===== config.mk =====
export PLATFORM = sky130hd
export DESIGN_NAME = riscv_inst_encoder_flat
export DESIGN_NICKNAME = d
export VERILOG_FILES = /design/src/rtl/riscv_pkg.sv /design/src/rtl/riscv_inst_encoder_if.sv /design/src/rtl/riscv_inst_pack.sv /design/src/rtl/riscv_inst_encoder.sv /design/src/flat_wrapper.sv
export SDC_FILE = /design/constraint.sdc
export NUM_CORES = 1
export LEC_CHECK = 0
export BUFFER_PORTS_ARGS = -buffer_cell sky130_fd_sc_hd__buf_2
export CAP_MARGIN = 10
export CORE_MARGIN = 2
export CORE_UTILIZATION = 45
export DETAILED_ROUTE_END_ITERATION = 10
export PLACE_DENSITY = 0.78
export SLEW_MARGIN = 40
export SYNTH_ARGS = -nofsm -noshare
export SYNTH_HDL_FRONTEND = slang
export SYNTH_SLANG_ARGS = --single-unit

===== constraint.sdc =====
create_clock -name clk -period 2.7 [get_ports clk]
set_input_delay 0.27 -clock clk [delete_from_list [all_inputs] [get_ports clk]]
set_output_delay 0.27 -clock clk [all_outputs]
set_load 0.01 [all_outputs]

===== src/rtl/riscv_pkg.sv =====
// Shared RV32I definitions: opcode constants, encoder FSM state codes, canonical NOP.
package riscv_pkg;

  localparam logic [6:0] OP_R     = 7'b0110011;
  localparam logic [6:0] OP_IMM   = 7'b0010011;
  localparam logic [6:0] OP_LOAD  = 7'b0000011;
  localparam logic [6:0] OP_JALR  = 7'b1100111;
  localparam logic [6:0] OP_STORE = 7'b0100011;
  localparam logic [6:0] OP_BRANCH= 7'b1100011;
  localparam logic [6:0] OP_LUI   = 7'b0110111;
  localparam logic [6:0] OP_AUIPC = 7'b0010111;
  localparam logic [6:0] OP_JAL   = 7'b1101111;

  localparam logic [31:0] NOP = 32'h0000_0013;

  localparam int unsigned STATE_W = 2;
  typedef logic [STATE_W-1:0] state_t;

  localparam logic [1:0] ST_IDLE   = 2'd0;
  localparam logic [1:0] ST_ACCEPT = 2'd1;
  localparam logic [1:0] ST_WRITE  = 2'd2;
  localparam logic [1:0] ST_DONE   = 2'd3;

endpackage


===== src/rtl/riscv_inst_encoder_if.sv =====
// Field-bundle input handshake plus memory write port of the instruction encoder.
//   in_*  : producer -> encoder (valid/ready, decoded fields, last marker)
//   mem_* : encoder -> memory (we/addr/wdata), memory -> encoder (ack)
interface riscv_inst_encoder_if #(
  parameter int unsigned ADDR_W = 32
) ();
  logic              in_valid;
  logic              in_ready;
  logic [6:0]        in_opcode;
  logic [4:0]        in_rd;
  logic [4:0]        in_rs1;
  logic [4:0]        in_rs2;
  logic [2:0]        in_funct3;
  logic [6:0]        in_funct7;
  logic [31:0]       in_imm;
  logic              in_last;
  logic              mem_we;
  logic [ADDR_W-1:0] mem_addr;
  logic [31:0]       mem_wdata;
  logic              mem_ack;

  // Producer / memory side.
  modport master (
    output in_valid, in_opcode, in_rd, in_rs1, in_rs2, in_funct3, in_funct7,
           in_imm, in_last, mem_ack,
    input  in_ready, mem_we, mem_addr, mem_wdata
  );

  // Encoder side.
  modport slave (
    input  in_valid, in_opcode, in_rd, in_rs1, in_rs2, in_funct3, in_funct7,
           in_imm, in_last, mem_ack,
    output in_ready, mem_we, mem_addr, mem_wdata
  );
endinterface


===== src/rtl/riscv_inst_pack.sv =====
// Combinational RV32I field packer with per-format immediate range/alignment checks.
//   inputs : opcode, rd, rs1, rs2, funct3, funct7, imm
//   outputs: word (NOP for unknown opcode), range_err_c, opcode_err_c
module riscv_inst_pack
  import riscv_pkg::*;
(
  input  logic [6:0]  opcode,
  input  logic [4:0]  rd,
  input  logic [4:0]  rs1,
  input  logic [4:0]  rs2,
  input  logic [2:0]  funct3,
  input  logic [6:0]  funct7,
  input  logic [31:0] imm,
  output logic [31:0] word_c,
  output logic        range_err_c,
  output logic        opcode_err_c
);

  // Upper bits must all be copies of the sign bit of the encodable field.
  logic sext12_ok, sext13_ok, sext21_ok;
  assign sext12_ok = (&imm[31:11]) | ~(|imm[31:11]);
  assign sext13_ok = (&imm[31:12]) | ~(|imm[31:12]);
  assign sext21_ok = (&imm[31:20]) | ~(|imm[31:20]);

  always_comb begin
    word_c       = NOP;
    range_err_c  = 1'b0;
    opcode_err_c = 1'b0;
    case (opcode)
      OP_R: begin
        word_c = {funct7, rs2, rs1, funct3, rd, opcode};
      end
      OP_IMM, OP_LOAD, OP_JALR: begin
        word_c      = {imm[11:0], rs1, funct3, rd, opcode};
        range_err_c = ~sext12_ok;
      end
      OP_STORE: begin
        word_c      = {imm[11:5], rs2, rs1, funct3, imm[4:0], opcode};
        range_err_c = ~sext12_ok;
      end
      OP_BRANCH: begin
        word_c      = {imm[12], imm[10:5], rs2, rs1, funct3, imm[4:1], imm[11], opcode};
        range_err_c = ~sext13_ok | imm[0];
      end
      OP_LUI, OP_AUIPC: begin
        word_c      = {imm[31:12], rd, opcode};
        range_err_c = |imm[11:0];
      end
      OP_JAL: begin
        word_c      = {imm[20], imm[10:1], imm[11], imm[19:12], rd, opcode};
        range_err_c = ~sext21_ok | imm[0];
      end
      default: begin
        word_c       = NOP;
        opcode_err_c = 1'b1;
      end
    endcase
  end

endmodule


===== src/rtl/riscv_inst_encoder.sv =====
// Session-based instruction encoder: accepts field bundles, packs them into RV32I
// words and writes them sequentially to memory with an ack handshake.
//   clk, rst (sync, active-high)
//   start/base_addr : open a session at base_addr (IDLE only)
//   bus             : field bundle in (valid/ready/last), memory write port out
//   busy/done       : session status, done is a one-cycle pulse
//   err_range/err_opcode : sticky per-session error flags
//   inst_count      : words written this session
module riscv_inst_encoder
  import riscv_pkg::*;
#(
  parameter int unsigned ADDR_W = 32,
  parameter int unsigned CNT_W  = 16
) (
  input  logic              clk,
  input  logic              rst,
  input  logic              start,
  input  logic [ADDR_W-1:0] base_addr,
  riscv_inst_encoder_if.slave bus,
  output logic              busy,
  output logic              done,
  output logic              err_range,
  output logic              err_opcode,
  output logic [CNT_W-1:0]  inst_count
);

  state_t            state_q, state_n;
  logic [ADDR_W-1:0] addr_q;
  logic [31:0]       wdata_q;
  logic              last_q;
  logic [31:0]       word_c;
  logic              range_err_c, opcode_err_c;
  logic              accept_c;

  riscv_inst_pack u_pack (
    .opcode       (bus.in_opcode),
    .rd           (bus.in_rd),
    .rs1          (bus.in_rs1),
    .rs2          (bus.in_rs2),
    .funct3       (bus.in_funct3),
    .funct7       (bus.in_funct7),
    .imm          (bus.in_imm),
    .word_c       (word_c),
    .range_err_c  (range_err_c),
    .opcode_err_c (opcode_err_c)
  );

  assign accept_c      = (state_q == ST_ACCEPT) && bus.in_valid;
  assign bus.mem_addr  = addr_q;
  assign bus.mem_wdata = wdata_q;

  // State register.
  always_ff @(posedge clk) begin
    if (rst) state_q <= ST_IDLE;
    else     state_q <= state_n;
  end

  // Next-state logic.
  always_comb begin
    state_n = state_q;
    case (state_q)
      ST_IDLE:   if (start)       state_n = ST_ACCEPT;
      ST_ACCEPT: if (bus.in_valid) state_n = ST_WRITE;
      ST_WRITE:  if (bus.mem_ack) state_n = last_q ? ST_DONE : ST_ACCEPT;
      ST_DONE:                    state_n = ST_IDLE;
      default:                    state_n = ST_IDLE;
    endcase
  end

  // Handshake/status outputs registered from the next state so they track state_q exactly.
  always_ff @(posedge clk) begin
    if (rst) begin
      bus.in_ready <= 1'b0;
      bus.mem_we   <= 1'b0;
      busy         <= 1'b0;
      done         <= 1'b0;
    end else begin
      bus.in_ready <= (state_n == ST_ACCEPT);
      bus.mem_we   <= (state_n == ST_WRITE);
      busy         <= (state_n != ST_IDLE);
      done         <= (state_n == ST_DONE);
    end
  end

  // Session datapath: address, encoded word, counters and sticky flags.
  always_ff @(posedge clk) begin
    if (rst) begin
      addr_q     <= '0;
      wdata_q    <= '0;
      last_q     <= 1'b0;
      inst_count <= '0;
      err_range  <= 1'b0;
      err_opcode <= 1'b0;
    end else begin
      if ((state_q == ST_IDLE) && start) begin
        addr_q     <= base_addr;
        inst_count <= '0;
        err_range  <= 1'b0;
        err_opcode <= 1'b0;
      end
      if (accept_c) begin
        wdata_q    <= word_c;
        last_q     <= bus.in_last;
        err_range  <= err_range | range_err_c;
        err_opcode <= err_opcode | opcode_err_c;
      end
      if ((state_q == ST_WRITE) && bus.mem_ack) begin
        addr_q     <= addr_q + ADDR_W'(4);
        inst_count <= inst_count + CNT_W'(1);
      end
    end
  end

endmodule


===== src/flat_wrapper.sv =====
// flat-port wrapper written by rule: the top's interface ports become plain ports
module riscv_inst_encoder_flat import riscv_pkg::*;
#(
  parameter int unsigned ADDR_W = 32,
  parameter int unsigned CNT_W  = 16
)
  (clk, rst, start, base_addr, busy, done, err_range, err_opcode, inst_count, bus_in_valid, bus_in_opcode, bus_in_rd, bus_in_rs1, bus_in_rs2, bus_in_funct3, bus_in_funct7, bus_in_imm, bus_in_last, bus_mem_ack, bus_in_ready, bus_mem_we, bus_mem_addr, bus_mem_wdata);
  riscv_inst_encoder_if #(.ADDR_W(ADDR_W)) bus_i ();
  input  logic clk;
  input  logic rst;
  input  logic start;
  input  logic [ADDR_W-1:0] base_addr;
  output logic busy;
  output logic done;
  output logic err_range;
  output logic err_opcode;
  output logic [CNT_W-1:0] inst_count;
  input wire logic [$bits(bus_i.in_valid)-1:0] bus_in_valid;
  input wire logic [$bits(bus_i.in_opcode)-1:0] bus_in_opcode;
  input wire logic [$bits(bus_i.in_rd)-1:0] bus_in_rd;
  input wire logic [$bits(bus_i.in_rs1)-1:0] bus_in_rs1;
  input wire logic [$bits(bus_i.in_rs2)-1:0] bus_in_rs2;
  input wire logic [$bits(bus_i.in_funct3)-1:0] bus_in_funct3;
  input wire logic [$bits(bus_i.in_funct7)-1:0] bus_in_funct7;
  input wire logic [$bits(bus_i.in_imm)-1:0] bus_in_imm;
  input wire logic [$bits(bus_i.in_last)-1:0] bus_in_last;
  input wire logic [$bits(bus_i.mem_ack)-1:0] bus_mem_ack;
  output wire logic [$bits(bus_i.in_ready)-1:0] bus_in_ready;
  output wire logic [$bits(bus_i.mem_we)-1:0] bus_mem_we;
  output wire logic [$bits(bus_i.mem_addr)-1:0] bus_mem_addr;
  output wire logic [$bits(bus_i.mem_wdata)-1:0] bus_mem_wdata;
  assign bus_i.in_valid = bus_in_valid;
  assign bus_i.in_opcode = bus_in_opcode;
  assign bus_i.in_rd = bus_in_rd;
  assign bus_i.in_rs1 = bus_in_rs1;
  assign bus_i.in_rs2 = bus_in_rs2;
  assign bus_i.in_funct3 = bus_in_funct3;
  assign bus_i.in_funct7 = bus_in_funct7;
  assign bus_i.in_imm = bus_in_imm;
  assign bus_i.in_last = bus_in_last;
  assign bus_i.mem_ack = bus_mem_ack;
  assign bus_in_ready = bus_i.in_ready;
  assign bus_mem_we = bus_i.mem_we;
  assign bus_mem_addr = bus_i.mem_addr;
  assign bus_mem_wdata = bus_i.mem_wdata;
  riscv_inst_encoder #(.ADDR_W(ADDR_W), .CNT_W(CNT_W)) u_core (.clk(clk), .rst(rst), .start(start), .base_addr(base_addr), .bus(bus_i), .busy(busy), .done(done), .err_range(err_range), .err_opcode(err_opcode), .inst_count(inst_count));
endmodule

# Word level (Yosys, flattened, before mapping)
# Index checks and enable logic that the tools add are counted.
# Widths: inputs -> output; s select.
op_classes:
  add_sub_neg: 2
  eq_ne: 15
  mux: 15
  bitwise: 13
  n_reduce_logical: 18
ops:
  columns: ["operator", "count"]
  rows:
  - ["$pmux 32 s6", 1]
  - ["$mux 32", 2]
  - ["$add 32x3->32 const B", 1]
  - ["$mux 16", 2]
  - ["$reduce_or 12->1", 2]
  - ["$eq 7x6->1 const B", 3]
  - ["$eq 7x7->1 const B", 3]
  - ["$reduce_and 21->1", 1]
  - ["$reduce_or 21->1", 1]
  - ["$reduce_and 20->1", 1]
  - ["$reduce_or 20->1", 1]
  - ["$add 16x1->16 const B", 1]
  - ["$eq 7x5->1 const B", 2]
  - ["$reduce_and 12->1", 1]
  - ["$reduce_or 9->1", 1]
  - ["$eq 2x2->1 const B", 4]
  - ["$mux 2", 4]
  - ["$pmux 2 s4", 1]
  - ["$eq 7x2->1 const B", 1]
  - ["$or 1x1->1", 7]
  - ["$not 1->1", 6]
  - ["$reduce_bool 2->1", 3]
  - ["$eq 2x1->1 const B", 2]
  - ["$mux 1", 4]
  - ["6 further kinds", 8]
totals:
  reg_bits: 89
  output_inout_bits: 86
  word_cells: 74

# Depth between registers and ports, before layout
# Gate-level depths: netlist of run 1.
depth:
  ltp_word: 8
  ltp_mapped: 8
  ltp_nobuf: 6

# Cells and area by module
# Synthesis of run 1 repeated with hierarchy kept, for this count alone.
unflattened:
  cells_unflattened: 624
  hier_area_um2: 4819.6
modules_own_cells:
  columns: ["module", "instances", "cells_each", "area_each_um2", "seq_area_each_um2"]
  rows:
  - ["riscv_inst_encoder", 1, 498, 4008.8, 1781.7]
  - ["riscv_inst_pack", 1, 126, 810.8, 0.0]

# Worst setup path before layout of run 1
# OpenSTA, ideal clock, no wires.
synth_path:
  path_kind: "register -> register"
  start: "register u_core.addr_q[2] (netlist: u_core.bus.mem_addr[2])"
  end: "register u_core.addr_q[26] (netlist: u_core.bus.mem_addr[26])"
  setup_time_ps: 62
  arrival_ps: 1824
  setup_slack_ps: 814
  path_stages_with_launch: 7
  cell_sequence: "dfxtp_1 ha_1 nand4_1 nor3_1 nand2_1 or4_1 nand3_1"
synth_between:
  elab_chain_len: 2
synth_lines:
  columns: ["item", "line", "source"]
  rows:
  - ["start: declaration", "riscv_inst_encoder.sv:28", "logic [ADDR_W-1:0] addr_q;"]
  - ["start signal: assignment", "riscv_inst_encoder.sv:96", "addr_q <= base_addr;"]
  - ["start signal: assignment", "riscv_inst_encoder.sv:108", "addr_q <= addr_q + ADDR_W'(4);"]
  - ["$add 32x3->32", "riscv_inst_encoder.sv:108", null]
  - ["$mux 32", "riscv_inst_encoder.sv:107", "if ((state_q == ST_WRITE) && bus.mem_ack) begin"]
# No other way between the ends.
# A chain may end at the register's enable or synchronous reset.

# Final worst setup path of run 1
layout_path:
  start: "register u_core.state_q[1]"
  end: "register u_core.inst_count[15]"
layout_between:
  elab_chain_len: 3
layout_lines:
  columns: ["item", "line", "source"]
  rows:
  - ["start: declaration", "riscv_inst_encoder.sv:27", "state_t state_q, state_n;"]
  - ["start signal: assignment", "riscv_inst_encoder.sv:55", "else state_q <= state_n;"]
  - ["$eq 2x2->1 / $logic_not 2->1 (equally long branches)", "riscv_inst_encoder.sv:107, riscv_inst_encoder.sv:95", null]
  - ["$logic_and 1x1->1, on equally long branches", "riscv_inst_encoder.sv:107, riscv_inst_encoder.sv:95", null]
  - ["$mux 16 / $reduce_bool 2->1 (equally long branches)", null, null]
  - ["end signal: assignment", "riscv_inst_encoder.sv:109", "inst_count <= inst_count + CNT_W'(1);"]
  - ["end: declaration", "riscv_inst_encoder.sv:24", "output logic [CNT_W-1:0] inst_count"]
# Several ways; a longest one is shown, not always the timed one.

==> results of run 1 <==
-- tightest hold or removal path, cell delays in order --
cell,delay (ns)
buf_2,0.08
a21oi_1,0.05
nor2_1,0.07
-- sequential cells by signal (all words and copies together) (netlist names) --
register              cells
u_core.bus.mem_addr      32
u_core.bus.mem_we         1
u_core.err_range          1
u_core.done               1
u_core.bus.mem_wdata     32
u_core.busy               1
u_core.err_opcode         1
u_core.inst_count        16
u_core.state_q            2
u_core.bus.in_ready       1
u_core.last_q             1
-- final cells by class --
type | instances | area, sq um | area share [%]
Clock inverter | 6 | 88.8 | 1.49
Timing Repair Buffer | 201 | 1040 | 17.5
Clock buffer | 10 | 138 | 2.31
Multi-Input combinational cell | 464 | 2690 | 45.2
Inverter | 13 | 48.8 | 0.818
Tap cell | 136 | 170 | 2.85
Sequential cell | 89 | 1780 | 29.9
-- cells by family after synthesis --
kind of cell               Yosys count  share of synthesized area [%]
AOI/OAI and AO/OA                  176                           25.2
muxes                                7                           1.65
xor gates and xnor gates             1                          0.186
DFF                                 89                           37.9
and+or+nand+nor                    278                           29.5
adders and majority gates            2                          0.532
buffers and inverters               57                           5.00
-- metal layers --
layer  vias up  wire, microns  share of wire (%)
met5         -              0                  0
met2       332           7300                 48
li1       2642              -                  -
met4         0            269                1.8
met1      2571           6270                 41
met3        29           1500                9.8
-- cell usage after synthesis (all sizes together), types with 13 or more instances --
cell	number	area [sq um]
nor2	57	214
or3	15	93.8
a31oi	17	106
dfxtp	89	1780
nor4	17	119
nand2	85	319
nand3	23	115
clkbuf	35	133
nor3	28	145
a21oi	47	235
a222oi	19	190
inv	13	48.8
nand4	21	131
o21ai	37	185
-- where the power goes --
group	internal [mW]	switching [mW]
Clock	0.548	0.493
Combinational	0.176	0.259
Sequential	1.36	0.0599
-- how the worst min path moves through the flow --
| stage | endpoint | cells past startpoint |
|---|---|---|
| finish | u_core.bus.mem_addr[12]$_SDFFE_PP0P_ | 3 |
| global route | u_core.bus.mem_addr[5]$_SDFFE_PP0P_ | 3 |
| CTS | u_core.bus.mem_addr[12]$_SDFFE_PP0P_ | 3 |
| detailed placement | u_core.bus.mem_wdata[26]$_SDFFE_PP0P_ | 2 |
| global placement | u_core.bus.mem_wdata[28]$_SDFFE_PP0P_ | 2 |
| floorplan | u_core.last_q$_SDFFE_PP0P_ | 2 |
-- metrics by stage --
step	std cells	power (mW)	util (%)	hold WS [ns]	cell area, sq um
2_1_floorplan	610	1.67	-	0.406	4700
3_3_place_gp	903	1.87	56.0	0.438	5730
3_5_place_dp	903	1.88	56.0	0.438	5730
4_1_cts	919	2.92	58.2	0.124	5960
5_1_grt	919	3.03	58.3	0.148	5960
6_report	919	2.90	58.3	0.141	5960
==> results.md, run 1 <==
* Status: completed
* N_diodes at 0
* Number of port buffers at 187
* Main synth FF type: dfxtp_1
* Peak supply drop at 240 uV
* Clock skew at 0.0112 ns
* Via/cell ratio at 6.07
* Detailed Routing Iterations Pass 1 at 9
* Fmax achieved at 442 MHz
* Synth warnings at 0
* IO Pins at 188
* Max Slew Vio Count at 0
* Hold_buf cts at 0
* R2R cell count at 5
* Cell Pwr Density at 486 mW/mm^2
* Drt drc at 0
* Final net count at 882
* Destination of the critical timing path: u_core.inst_count[15]$_SDFFE_PP0P_
* Syn nets at 714
* RSZ-0062 raised after global routing: false
* Element type at the critical path end: flop
* Post-CTS Setup Bufs at 0
* Number of cells on the critical path at 5
* CP max-delay cell: or3_1
* Met1 usage at 33.1%
* R2R setup slack at 0.44 ns
* Critical path startpoint category: flop
* Vias at 5574
* Hold Crit Class: in -> reg
* Total gr overflow at 0
* Chip width at 106 microns
* CTS root buf: clkbuf_8
* Hold path startpoint: base_addr[12]
* Die Height at 106 microns
* Vias in the first global route at 5005
* H-tree depth at 3
* Starting density of the core at 45.9%
* Maxcap violations at 0
* Sum of negative setup slack at 0 ns
* Most Crowded Layer GR: met2
* WP data arrival at 2.56 ns
* Gpl congestion at 0.921
* Number of synthesized flops with an enable pin at 0
* Commonest non-fill, non-tap cell in the layout: buf_2
* Sum of buffers and inverters on the critical path at 0
* Post-synthesis cell type count at 57
* Routed WL at 15.3 mm
* Top cell family by delay on the critical path: simple AND/OR/NAND/NOR gates
* FF+latch count, synth at 89
* Worst EP required at 3.00 ns
* Final hold vios at 0
* Core area at 0.0102 sq mm
* LEAKAGE at 2.48 nW
* Final period util at 83.8%
* Seq/Total Area, Yosys at 37.9%
* Avg Inst Size Synth at 7.71 sq um
* Pin count of the biggest net entering global routing at 54
* Tmin final at 2.26 ns
* Slew HR at 56.4%
* Num rows at 37
* Max Fanout on Critical Path at 21
* Least-Margin Pin Slew at 0.652 ns
* Critical path, cell by cell: nand3b_4 -> or3_1 -> nor4_1 -> mux2_2 -> nor2_1
* CP peak stage delay at 0.57 ns
* Mapped Cells at 610
* Die area at 0.0113 sq mm
* Mapped Area at 0.00470 sq mm
* GRT met3 Usage at 6.01%
* Most frequent cells in the layout: buf_2, dfxtp_1, nand2_1
* Setup CP Type: reg -> reg
* Worst R2R Start: u_core.state_q[1]$_SDFF_PP0_
* Post-CTS resize count at 0
* ANT nets after route at 0
* Grt met2 use at 44.0%
* Worst setup path start: u_core.state_q[1]$_SDFF_PP0_
* CTS Buffer Depth at 2
* Drt wl/cell at 16.7 microns
* Async S/R FF share, synth at 0%
* Filler cell count in the final layout at 961
* Layout cells sized above 1 at 29.9%
* Detailed router's first-iteration violation count at 535
* First-pass GRT wire length at 24.2 mm
* CTS tree: yes
* Setup violators final at 0
* Pre-CTS setup slack at 0.476 ns
* PnR worst setup slack at 0.436 ns
* Clock-pin slew on the worst setup and hold paths at 0.09 ns
* Cts bufs inserted at 9
* HPWL Detailed at 11.4 mm
* Number of antenna violations at the first check in global routing at 0
* Area growth syn-to-layout at 26.9%
* Worst reg2reg path endpoint: u_core.inst_count[15]$_SDFFE_PP0P_
* Sink Count at 89
* Worst skew pair latency at 0.36 ns
* All-Layer GR Usage at 26.4%
(Power assumes the default switching activity.)
==> inputs of run 2 (changes only) <==
- ABC_AREA: unset -> 1
- clock period: 2.7 -> 2 ns (I/O delays scaled with it)
==> results.md, run 2 <==
* Max Slew Vio Count at 0 (unchanged)
* Clock-pin slew on the worst setup and hold paths at 0.06 ns (was 0.09 ns)
* Finished Core Util at 56.6% (was 58.3%)
* Hold Crit Class: in -> reg (unchanged)
* Finished Layout Cells at 1325 (was 919)
* WP data arrival at 1.93 ns (was 2.56 ns)
* Vias at 6767 (was 5574)
* LEAKAGE at 3.42 nW (was 2.48 nW)
* Chip width at 117 microns (was 106 microns)
* Area growth syn-to-layout at 23.7% (was 26.9%)
* Top cells by area, synth: dfxtp_1, nand2_1, nor2_1, inv_1, nand3_1 (was dfxtp_1, nand2_1, a21oi_1, nor2_1, a222oi_1)
* Gpl congestion at 0.965 (was 0.921)
* Peak supply drop at 346 uV (was 240 uV)
* Core area at 0.0126 sq mm (was 0.0102 sq mm)
* CTS Buffer Depth at 2 (unchanged)
* Leading area contributor after synthesis: dfxtp_1 (unchanged)
* Die Height at 117 microns (was 106 microns)
* Detailed router's first-iteration violation count at 448 (was 535)
* Number of synthesized flops with an enable pin at 0 (unchanged)
* Setup CP Type: reg -> reg (unchanged)
* Number of port buffers at 187 (unchanged)
* Avg Inst Size Synth at 5.91 sq um (was 7.71 sq um)
* Starting density of the core at 45.7% (was 45.9%)
* Die area at 0.0137 sq mm (was 0.0113 sq mm)
* Via/cell ratio at 5.11 (was 6.07)
* Async S/R FF share, synth at 0% (unchanged)
* Worst skew pair latency at 0.35 ns (was 0.36 ns)
* RSZ-0062 raised after global routing: false (unchanged)
* Detailed Routing Iterations Pass 1 at 5 (was 9)
* Slew HR at 65.2% (was 56.4%)
* Tmin final at 1.71 ns (was 2.26 ns)
* Sink Count at 89 (unchanged)
* Element type at the critical path end: flop (unchanged)
* Post-synthesis cell type count at 42 (was 57)
* Total gr overflow at 0 (unchanged)
* Num rows at 41 (was 37)
* Final net count at 1255 (was 882)
* IO Pins at 188 (unchanged)
* Fmax achieved at 586 MHz (was 442 MHz)
* Mapped Area at 0.00575 sq mm (was 0.00470 sq mm)
* Max Fanout on Critical Path at 5 (was 21)
* Cts bufs inserted at 9 (unchanged)
* Sum of negative setup slack at 0 ns (unchanged)
* Routed WL at 18.1 mm (was 15.3 mm)
* Critical path startpoint category: flop (unchanged)
* Maxcap violations at 0 (unchanged)
* Least-Margin Pin Slew at 0.521 ns (was 0.652 ns)
* Drt drc at 0 (unchanged)
* Mapped Cells at 972 (was 610)
* First-pass GRT wire length at 28.6 mm (was 24.2 mm)
* N_diodes at 0 (unchanged)
* Cell Pwr Density at 576 mW/mm^2 (was 486 mW/mm^2)
* FF+latch count, synth at 89 (unchanged)
* CTS tree: yes (unchanged)
* Vias in the first global route at 5896 (was 5005)
* Clock skew at 0.00702 ns (was 0.0112 ns)
* Worst EP required at 2.23 ns (was 3.00 ns)
* Main synth FF type: dfxtp_1 (unchanged)
* Synth warnings at 0 (unchanged)
* Final period util at 85.4% (was 83.8%)
* Pin count of the biggest net entering global routing at 73 (was 54)
* Setup violators final at 0 (unchanged)
* H-tree depth at 3 (unchanged)
* CTS root buf: clkbuf_16 (was clkbuf_8)
* Status: completed (unchanged)
* HPWL Detailed at 13.8 mm (was 11.4 mm)
* Seq/Total Area, Yosys at 31.0% (was 37.9%)
* Post-CTS resize count at 0 (unchanged)
* Placed instance area at 0.00686 sq mm (was 0.00573 sq mm)
* Count leader, synth: nand2_1 (was dfxtp_1)
* Number of antenna violations at the first check in global routing at 0 (unchanged)
* Synth top cells by count: nand2_1, nor2_1, dfxtp_1 (was dfxtp_1, nand2_1, nor2_1)
* Layout cells sized above 1 at 21.8% (was 29.9%)
* Hold_buf cts at 0 (unchanged)
* Post-CTS Setup Bufs at 0 (unchanged)
* Final instance area at 0.00711 sq mm (was 0.00596 sq mm)
* PnR worst setup slack at 0.293 ns (was 0.436 ns)
* Final hold vios at 0 (unchanged)
* Drt wl/cell at 13.6 microns (was 16.7 microns)
* Commonest non-fill, non-tap cell in the layout: nand2_1 (was buf_2)
* ANT nets after route at 0 (unchanged)
* Most frequent cells in the layout: nand2_1, buf_2, nor2_1 (was buf_2, dfxtp_1, nand2_1)
* Pre-CTS setup slack at 0.162 ns (was 0.476 ns)
* Syn nets at 1076 (was 714)
* Placed insts at 1312 (was 903)
* All-Layer GR Usage at 26.5% (was 26.4%)
* Yosys top cell area share at 31.0% (was 37.9%)
[run 2: layout make-up]
class / count / area, sq um
fillers: 1260 / 5460
flip-flops and latches: 89 / 1780
inverters: 84 / 317
well taps: 172 / 215
clock buffers: 12 / 246
multi-input cells: 766 / 3490
repair buffers: 201 / 1050
clock inverters: 1 / 5.00
[run 2: through the flow]
step                      power (mW)  hold WS (ns)
final                           4.10        0.0878
after global routing            4.30         0.114
after detailed placement        2.60         0.433
after CTS                       4.12        0.0766
after global placement          2.60         0.423
after floorplan                 2.29         0.335
[run 2: final timing paths]
path              depth (start not counted)  slack [ns]                                  from                              endpoint
setup / recovery                         10        0.29   u_core.bus.mem_addr[3]$_SDFFE_PP0P_  u_core.bus.mem_addr[20]$_SDFFE_PP0P_
hold / removal                            3        0.09                          base_addr[0]   u_core.bus.mem_addr[0]$_SDFFE_PP0P_
setup reg to reg                         10        0.29   u_core.bus.mem_addr[3]$_SDFFE_PP0P_  u_core.bus.mem_addr[20]$_SDFFE_PP0P_
hold reg to reg                           1        0.46  u_core.bus.mem_wdata[1]$_SDFFE_PP0P_  u_core.bus.mem_wdata[1]$_SDFFE_PP0P_
[run 2: cell families (layout without fill, tap and decap cells)]
logic type | count (synthesis) | after routing | share of synthesized area (%)
AO/OA/AOI/OAI | 148 | 148 | 15.5
XOR/XNOR | 6 | 6 | 0.914
flip-flops | 89 | 89 | 31.0
AND/OR/NAND/NOR | 610 | 610 | 43.8
buffers and inverters | 117 | 298 | 8.29
adder cells (fa/ha/maj) | 2 | 2 | 0.435
[run 2: where the power goes]
part	internal [mW]	leakage, nW	switching [mW]	total (mW)
clock	0.854	0.124	0.676	1.53
combinational	0.247	2.57	0.409	0.655
sequential	1.84	0.724	0.0756	1.91
[run 2: worst max-delay path, cell delays in order, from the launching register on]
cell      delay [ns]
dfxtp_1         0.42
ha_1            0.20
nand2_1         0.08
nor2_2          0.19
nand2_1         0.13
nor2_2          0.20
nand3b_1        0.10
nand2_1         0.06
inv_1           0.04
a21oi_1         0.11
nor2_1          0.05
[run 2: routing by layer]
layer / vias to the layer above / part of all wire [%] / track usage [%]
met5: - / 0 / 0
met4: 0 / 3.4 / 12.2
met3: 47 / 8.2 / 5.25
met2: 297 / 46 / 43.5
met1: 2954 / 42 / 33.6
li1: 3469 / - / -
==> inputs of run 3 (changes only) <==
- PLACE_DENSITY: 0.78 -> 0.8
- SYNTH_HIERARCHICAL: unset -> 1
==> results.md, run 3 <==
* Pin count of the biggest net entering global routing at 38 (was 73)
* Detailed router's first-iteration violation count at 524 (was 448)
* Post-synthesis simple-gate area fraction at 38.7% (was 43.8%)
* RSZ-0062 raised after global routing: false (unchanged)
* Critical path, cell by cell: ha_1 -> nand2_1 -> nor2_4 -> nand2_1 -> nor2_1 -> nand2_1 -> nand2_1 -> nand3_1 -> a21oi_1 (was ha_1 -> nand2_1 -> nor2_2 -> nand2_1 -> nor2_2 -> nand3b_1 -> nand2_1 -> inv_1 -> a21oi_1 -> nor2_1)
* Vias in the first global route at 5573 (was 5896)
* Sum of buffers and inverters on the critical path at 0 (was 1)
* Pre-CTS setup slack at 0.418 ns (was 0.162 ns)
* Critical path startpoint category: flop (unchanged)
* Drt drc at 0 (unchanged)
* Synth warnings at 6 (was 0)
* R2R setup slack at 0.38 ns (was 0.29 ns)
* Max Slew Vio Count at 0 (unchanged)
* Total gr overflow at 0 (unchanged)
* Setup CP Type: reg -> reg (unchanged)
* Post-synthesis cell type count at 36 (was 42)
* PnR worst setup slack at 0.379 ns (was 0.293 ns)
* Area growth syn-to-layout at 24.3% (was 23.7%)
* Final hold vios at 0 (unchanged)
* Clock-pin slew on the worst setup and hold paths at 0.06 ns (about the same)
* Mux cell area share after synthesis at 0% (unchanged)
* Destination of the critical timing path: u_core/bus.mem_addr[24]$_SDFFE_PP0P_ (was u_core.bus.mem_addr[20]$_SDFFE_PP0P_)
* Final net count at 1175 (was 1255)
* Least-Margin Pin Slew at 0.563 ns (was 0.521 ns)
* Clock skew at 0.00785 ns (was 0.00702 ns)
* CTS tree: yes (unchanged)
* IO Pins at 188 (unchanged)
* R2R cell count at 9 (was 10)
* Power, Total at 4.12 mW (was 4.10 mW)
* Fmax achieved at 617 MHz (was 586 MHz)
* Drt wl/cell at 13.5 microns (was 13.6 microns)
* Hold Crit Class: in -> reg (unchanged)
* FF+latch count, synth at 89 (unchanged)
* Hold depth at 2 (was 3)
* Final period util at 81.1% (was 85.4%)
* Chip width at 114 microns (was 117 microns)
* Post-CTS resize count at 0 (unchanged)
* Layout cells sized above 1 at 24.1% (was 21.8%)
* All-Layer GR Usage at 25.2% (was 26.5%)
* Number of synthesized flops with an enable pin at 0 (unchanged)
* Leading area contributor after synthesis: dfxtp_1 (unchanged)
* Top cells by area, synth: dfxtp_1, nand2_1, inv_1, a21oi_1, nor2_1 (was dfxtp_1, nand2_1, nor2_1, inv_1, nand3_1)
* Number of cells on the critical path at 9 (was 10)
* Gpl congestion at 0.953 (was 0.965)
* Status: completed (unchanged)
* Setup violators final at 0 (unchanged)
* Sink Count at 89 (unchanged)
* Count leader, synth: nand2_1 (unchanged)
* Number of antenna violations at the first check in global routing at 1 (was 0)
* H-tree depth at 3 (unchanged)
* Maxcap violations at 0 (unchanged)
* CP peak stage delay at 0.37 ns (was 0.42 ns)
* Top cell family by delay on the critical path: simple AND/OR/NAND/NOR gates (unchanged)
* Yosys top cell area share at 33.0% (was 31.0%)
* Largest family of logic cells by synthesized area: simple AND/OR/NAND/NOR gates (unchanged)
* Avg Inst Size Synth at 6.05 sq um (was 5.91 sq um)
* Cts bufs inserted at 9 (unchanged)
* Die Height at 114 microns (was 117 microns)
* Crit path top cell by count: nand2_1 (unchanged)
* Main synth FF type: dfxtp_1 (unchanged)
* Peak supply drop at 342 uV (was 346 uV)
* CP max-delay cell: dfxtp_1 (unchanged)
* Worst skew pair latency at 0.34 ns (was 0.35 ns)
* Worst reg2reg path endpoint: u_core/bus.mem_addr[24]$_SDFFE_PP0P_ (was u_core.bus.mem_addr[20]$_SDFFE_PP0P_)
* Async S/R FF share, synth at 0% (unchanged)
* Die area at 0.0129 sq mm (was 0.0137 sq mm)
* Commonest non-fill, non-tap cell in the layout: nand2_1 (unchanged)
* Synth top cells by count: nand2_1, inv_1, dfxtp_1, nor2_1, a21oi_1 (was nand2_1, nor2_1, dfxtp_1)
* HPWL Detailed at 12.6 mm (was 13.8 mm)
* Element type at the critical path end: flop (unchanged)
* Worst setup path start: u_core/bus.mem_addr[2]$_SDFFE_PP0P_ (was u_core.bus.mem_addr[3]$_SDFFE_PP0P_)
* Mapped Area at 0.00540 sq mm (was 0.00575 sq mm)
* Hold_buf cts at 0 (unchanged)
* Core area at 0.0119 sq mm (was 0.0126 sq mm)
* Routed WL at 16.5 mm (was 18.1 mm)
* Most frequent cells in the layout: nand2_1, buf_2, inv_1 (was nand2_1, buf_2, nor2_1)
* Seq/Total Area, Yosys at 33.0% (was 31.0%)
* Via/cell ratio at 5.09 (was 5.11)
* Cell Pwr Density at 614 mW/mm^2 (was 576 mW/mm^2)
* Tmin final at 1.62 ns (was 1.71 ns)
* First-pass GRT wire length at 26.1 mm (was 28.6 mm)
* Vias at 6215 (was 6767)
* Detailed Routing Iterations Pass 1 at 5 (unchanged)
* Max Fanout on Critical Path at 5 (unchanged)
* ANT nets after route at 0 (unchanged)
* WP data arrival at 1.90 ns (was 1.93 ns)
* CTS root buf: clkbuf_16 (unchanged)
* Post-CTS Setup Bufs at 0 (unchanged)
* Finished Core Util at 56.6% (about the same)
* Post-Synth XOR/XNOR Area at 0% (was 0.914%)
* Mapped Cells at 892 (was 972)
* Synth Area in Adders at 0.463% (was 0.435%)
* Filler cell count in the final layout at 1180 (was 1260)
* Slew HR at 62.4% (was 65.2%)
* Num rows at 40 (was 41)
* CTS Buffer Depth at 2 (unchanged)
* Sum of negative setup slack at 0 ns (unchanged)
* Synth Area in Compound Gates at 16.7% (was 15.5%)
* Worst EP required at 2.28 ns (was 2.23 ns)
* Worst R2R Start: u_core/bus.mem_addr[2]$_SDFFE_PP0P_ (was u_core.bus.mem_addr[3]$_SDFFE_PP0P_)
* Number of port buffers at 187 (unchanged)
* Starting density of the core at 45.5% (was 45.7%)
* LEAKAGE at 3.09 nW (was 3.42 nW)
[run 3: changes by cell type after synthesis, moves of 17 or more]
cell	delta
a21oi_1	+17
a21oi_2	-21
o21ai_0	+34
nand2_1	-69
inv_1	+25
nor2_1	-57
[run 3: per-layer routing]
| metal | global-route usage [%] | vias to the layer above | routed length (microns) |
|---|---|---|---|
| met4 | 13.7 | 0 | 711 |
| met3 | 5.42 | 50 | 1180 |
| met2 | 42.6 | 252 | 7620 |
| met5 | 0 | - | 0 |
| li1 | - | 3183 | - |
| met1 | 29.9 | 2730 | 6940 |
[run 3: cells by family after synthesis]
group,Yosys count
AO/OA/AOI/OAI,170
buffers and inverters,145
AND/OR/NAND/NOR,485
other,1
flip-flops,89
adder cells (fa/ha/maj),2
[run 3: how the worst min path moves through the flow]
stage          start  slack [ns]                                     to
3_5_place_dp     rst        0.42  u_core/bus.mem_wdata[12]$_SDFFE_PP0P_
4_1_cts          rst        0.06  u_core/bus.mem_wdata[12]$_SDFFE_PP0P_
3_3_place_gp     rst        0.41  u_core/bus.mem_wdata[12]$_SDFFE_PP0P_
6_report         rst        0.06  u_core/bus.mem_wdata[12]$_SDFFE_PP0P_
5_1_grt          rst        0.07  u_core/bus.mem_wdata[12]$_SDFFE_PP0P_
2_1_floorplan    rst        0.28           u_core/state_q[1]$_SDFF_PP0_
[run 3: final cells by class]
cell class	count	area, sq um	area share, %
diodes	1	2.50	0.0373
clock buffers	13	270	4.03
inverters	116	440	6.56
multi-input cells	659	3030	45.1
flip-flops and latches	89	1780	26.6
well taps	147	184	2.74
repair buffers	196	1000	15.0
[run 3: stage by stage]
step,area [sq um],hold slack (ns),std cells
2_1_floorplan,5400,0.284,893
3_3_place_gp,6440,0.410,1207
3_5_place_dp,6440,0.415,1207
4_1_cts,6710,0.0554,1220
5_1_grt,6710,0.0686,1220
6_report,6710,0.0627,1221
[run 3: power by group]
| group | internal (mW) | switching, mW | total (mW) | leakage, nW |
|---|---|---|---|---|
| Combinational | 0.234 | 0.393 | 0.627 | 2.24 |
| Clock | 0.924 | 0.665 | 1.59 | 0.134 |
| Sequential | 1.84 | 0.0661 | 1.90 | 0.723 |
| Total | 3.00 | 1.12 | 4.12 | 3.09 |
